## src/rtl/turn_sched.sv

```systemverilog
// Two-player turn scheduler sharing one target/compare datapath between players A and B.
// Sequences target generation, guess arbitration, per-player tries, result LEDs and winner.
module turn_sched #(
  parameter int WIDTH     = 8,
  parameter int MAX_TRIES = 7,
  parameter int TRY_W     = 4
) (
  input  logic             clk,
  input  logic             reset,
  input  logic             enter_a,
  input  logic             enter_b,
  input  logic             new_game,
  input  logic [WIDTH-1:0] guess_a,
  input  logic [WIDTH-1:0] guess_b,
  output logic [WIDTH-1:0] cmp_guess,
  input  logic             cmp_over,
  input  logic             cmp_under,
  input  logic             cmp_equal,
  output logic             run_target,
  output logic             turn,
  output logic [TRY_W-1:0] tries_a,
  output logic [TRY_W-1:0] tries_b,
  output logic             led_over,
  output logic             led_under,
  output logic             led_equal,
  output logic [1:0]       winner,
  output logic             game_over
);

  localparam logic [TRY_W-1:0] TRIES_INIT = TRY_W'(MAX_TRIES);

  typedef enum logic [2:0] {S_GEN, S_WAIT, S_REL, S_CHECK, S_END} state_t;

  state_t           state;
  logic             enter_a_q, enter_b_q, new_game_q;
  logic             press_a, press_b, press_turn, enter_turn, new_game_rise;
  logic [TRY_W-1:0] next_a, next_b;

  assign press_a       = enter_a & ~enter_a_q;
  assign press_b       = enter_b & ~enter_b_q;
  assign press_turn    = turn ? press_b : press_a;
  assign enter_turn    = turn ? enter_b : enter_a;
  assign new_game_rise = new_game & ~new_game_q;

  assign run_target = (state == S_GEN);
  assign game_over  = (state == S_END);

  // Post-decrement tries of the turn player, saturating at zero.
  always_comb begin
    next_a = tries_a;
    next_b = tries_b;
    if (!turn) begin
      if (tries_a != '0) next_a = tries_a - 1'b1;
    end else begin
      if (tries_b != '0) next_b = tries_b - 1'b1;
    end
  end

  always_ff @(posedge clk or posedge reset) begin
    if (reset) begin
      state      <= S_GEN;
      turn       <= 1'b0;
      tries_a    <= TRIES_INIT;
      tries_b    <= TRIES_INIT;
      cmp_guess  <= '0;
      led_over   <= 1'b0;
      led_under  <= 1'b0;
      led_equal  <= 1'b0;
      winner     <= 2'b00;
      enter_a_q  <= 1'b0;
      enter_b_q  <= 1'b0;
      new_game_q <= 1'b0;
    end else begin
      enter_a_q  <= enter_a;
      enter_b_q  <= enter_b;
      new_game_q <= new_game;
      case (state)
        S_GEN: begin
          if (press_a) begin
            turn  <= 1'b0;
            state <= S_REL;
          end
        end
        S_WAIT: begin
          if (press_turn) state <= S_REL;
        end
        S_REL: begin
          if (!enter_turn) begin
            cmp_guess <= turn ? guess_b : guess_a;
            state     <= S_CHECK;
          end
        end
        S_CHECK: begin
          led_over  <= cmp_over;
          led_under <= cmp_under;
          led_equal <= cmp_equal;
          tries_a   <= next_a;
          tries_b   <= next_b;
          if (cmp_equal) begin
            winner <= turn ? 2'b10 : 2'b01;
            state  <= S_END;
          end else if (next_a == '0 && next_b == '0) begin
            winner <= 2'b11;
            state  <= S_END;
          end else begin
            // An exhausted opponent forfeits turns; the remaining player keeps going.
            if (turn ? (next_a != '0) : (next_b != '0)) turn <= ~turn;
            state <= S_WAIT;
          end
        end
        S_END: begin
          if (new_game_rise) begin
            tries_a   <= TRIES_INIT;
            tries_b   <= TRIES_INIT;
            led_over  <= 1'b0;
            led_under <= 1'b0;
            led_equal <= 1'b0;
            winner    <= 2'b00;
            turn      <= 1'b0;
            state     <= S_GEN;
          end
        end
        default: state <= S_GEN;
      endcase
    end
  end

endmodule

```

## config.mk

```make
export PLATFORM = sky130hd
export DESIGN_NAME = turn_sched
export DESIGN_NICKNAME = d
export VERILOG_FILES = /design/src/rtl/turn_sched.sv
export SDC_FILE = /design/constraint.sdc
export NUM_CORES = 1
export LEC_CHECK = 0
export CAP_MARGIN = 20
export CORE_MARGIN = 3
export CORE_UTILIZATION = 50
export DETAILED_ROUTE_END_ITERATION = 12
export GPL_TIMING_DRIVEN = 0
export PLACE_DENSITY = 0.9
export REMOVE_ABC_BUFFERS = 1
export SYNTH_ARGS = -nofsm -noshare
export SYNTH_HDL_FRONTEND = slang
export SYNTH_SLANG_ARGS = --single-unit
```

## constraint.sdc

```tcl
create_clock -name clk -period 2.7 [get_ports clk]
set_clock_uncertainty 0.1 [all_clocks]
set_input_delay 0.27 -clock clk [delete_from_list [all_inputs] [get_ports clk]]
set_output_delay 0.27 -clock clk [all_outputs]
set_load 0.01 [all_outputs]
```

==> impl_metrics.env <==
export IMPL_status="complete, no violations"
export IMPL_track_usage=0.1946
export IMPL_power_leakage_nw=0.8799
export IMPL_net_switching_power_mw=0.7455
export IMPL_fp_coreArea_um2=2829
export IMPL_die_area_um2=3763
export IMPL_clock_fmax_mhz=431.6
export IMPL_cts_path_max_buffers=2
export IMPL_die_w_um=61.35
export IMPL_p_seq_frac=0.378
export IMPL_cts_tree="built"
export IMPL_start_util=0.5414
export IMPL_finalHoldViolations=0
export IMPL_clock_sinks=28
export IMPL_rsz0062_at_grt="false"
export IMPL_cp_arrival_ns=2.44
export IMPL_drv_cap=0
export IMPL_drive_gt1_frac=0.1551
export IMPL_nets=214
export IMPL_ys_seq_area_frac=0.4624
export IMPL_drc=0
export IMPL_worst_path_max_fanout=24
export IMPL_antenna_found_initial=0
export IMPL_end_kind="flip-flop"
export IMPL_root_buffer="clkbuf_4"
export IMPL_synth_area_leaders="dfrtp_1 36%, dfstp_2 10%, mux2_4 7.8%"
export IMPL_yosys_warnings=0
export IMPL_critical_path_class="flip-flop to flip-flop"
export IMPL_dr_pass1_iters=4
export IMPL_synth_seq_cells=28
export IMPL_overflow=0
export IMPL_n_fill_cell=209
export IMPL_syn_area_um2=1531
export IMPL_clk_pin_slew_worst_paths_ns=0.15
export IMPL_clock_power_share=0.128
export IMPL_top_level_ports=48
export IMPL_grt_pass1_wl_mm=5.616
export IMPL_power_internal_mw=1.383
export IMPL_cp_start_kind="flip-flop"
export IMPL_total_power_mw=2.129
export IMPL_via_count=1289
export IMPL_synth_top_cell_area_share=0.3595
export IMPL_gp_congestion=0.8603
export IMPL_cts_resized=0
export IMPL_postSynthCellCount=143
export IMPL_final_period_utilization=0.8582
export IMPL_finalSetupTns_ns=0
export IMPL_clock_latency_ns=0.32
export IMPL_synthFlopType="dfrtp_1"
export IMPL_synth_avg_cell_area_um2=10.71
export IMPL_wl_per_cell_um=15.71
export IMPL_place_hpwl_mm=2.390
export IMPL_final_common_cell="clkdlybuf4s50_1"
export IMPL_synth_edf_count=0
export IMPL_irDropWorstVdd_mv=0.6453
export IMPL_ctsHoldBuffers=0
export IMPL_switching_share=0.3502
export IMPL_vias_per_cell=5.913
export IMPL_grt_max_degree=29
export IMPL_slew_headroom=0.4617
export IMPL_port_buffers=47
export IMPL_final_cell_mix="47 x clkdlybuf4s50_1, 22 x dfrtp_1"
export IMPL_numCtsBuffers=3
export IMPL_antenna_left=0
export IMPL_rows=19
export IMPL_combPwrFrac=0.495
export IMPL_synthArstFlopShare=1.000
export IMPL_power_density_nw_per_um2=1026
export IMPL_first_global_vias=1297
export IMPL_dieHeight_um=61.35
export IMPL_drt_iter0_drc=43
export IMPL_hp_class="primary input to asynchronous set/reset pin"
export IMPL_drv_slew=0
export IMPL_diodes=0
export IMPL_htree_num_levels=1
export IMPL_post_cts_buffers=0
export IMPL_syn2layout_area_growth_pct=35.54
export IMPL_rrSetupSlack_ns=0.38
export IMPL_yosysTopAreaCell="dfrtp_1"
export IMPL_ys_types=43
export IMPL_finalWorstPathRequiredPeriod_ns=2.317
export IMPL_routed_wl_mm=3.424
export IMPL_tightestPinTransition_ns=0.8075
export IMPL_crit_required_ns=2.82
export IMPL_finalSetupViolCount=0
## power by group through the flow
stage | clock [mW] | combinational, mW | sequential (mW)
6_report | 0.272 | 1.05 | 0.804
5_1_grt | 0.297 | 1.15 | 0.842
4_1_cts | 0.283 | 1.06 | 0.800
3_5_place_dp | 0 | 1.05 | 0.807
3_3_place_gp | 0 | 1.02 | 0.794
2_1_floorplan | 0 | 0.540 | 0.842
## sequential cells by signal, indices dropped and copies added (netlist names)
register / cells
led_under: 1
enter_a_q: 1
state: 3
new_game_q: 1
cmp_guess: 8
led_equal: 1
turn: 1
tries_a: 4
led_over: 1
tries_b: 4
winner: 2
enter_b_q: 1
## synthesized netlist by cell type, types with 4 or more instances
master,count
a21oi_1,5
mux2_2,8
nor2_1,8
nand2_1,7
nand3_1,6
inv_1,8
nand2b_1,4
mux2_4,8
buf_2,6
dfstp_2,6
o21ai_1,5
dfrtp_1,22
## worst max-delay path: stages, from the launching register on
cell,delay [ns]
dfrtp_1,0.90
nand2b_1,0.19
nand3_1,0.10
or3_1,0.55
mux2_4,0.37
## kinds of logic after synthesis
family / synth area share
compound gates: 0.1708
mux: 0.1438
fa+ha+maj: 0.01634
buf+inv: 0.05147
flops: 0.4624
xor+xnor: 0.01144
simple gates: 0.1438
## metrics by stage
step	cell area (um2)	instances	setup slack [ns]	hold slack (ns)	utilization
finish	2076	218	0.3829	0.1939	0.7337
global route	2076	218	0.2443	0.2217	0.7337
CTS	2048	217	0.3886	0.2895	0.7240
detailed placement	1996	213	0.4176	0.3871	0.7054
global placement	1996	213	0.4840	0.3842	0.7054
floorplan	1486	135	0.6595	0.2014	-
## path summary, 6_finish.rpt
path                            startpoint      endpoint  cells after the start
worst max register to register        turn  cmp_guess[6]                      4
worst min-delay path                 reset  cmp_guess[4]                      2
worst max-delay path                  turn  cmp_guess[6]                      4
worst min register to register    led_over      led_over                      1
max in group asynchronous            reset    tries_a[2]                      3
min in group clk                  new_game    new_game_q                      1
## layer usage
metal,GRT usage,routed length [um],vias up
met5,0,0,-
met4,0.05455,26,0
met3,0.03145,314,6
met2,0.3233,1566,57
met1,0.2647,1516,617
li1,-,-,609
## layout make-up
type	count	area (um2)	area share
clock buffers	3	22.52	0.01085
clock inverters	1	30.03	0.01447
inverters	9	33.78	0.01627
multi-input cells	98	744.5	0.3586
flip-flops and latches	28	708.2	0.3412
well taps	31	38.79	0.01869
repair buffers	48	498.0	0.2399
Note: power is estimated with default switching activity, not from simulation.
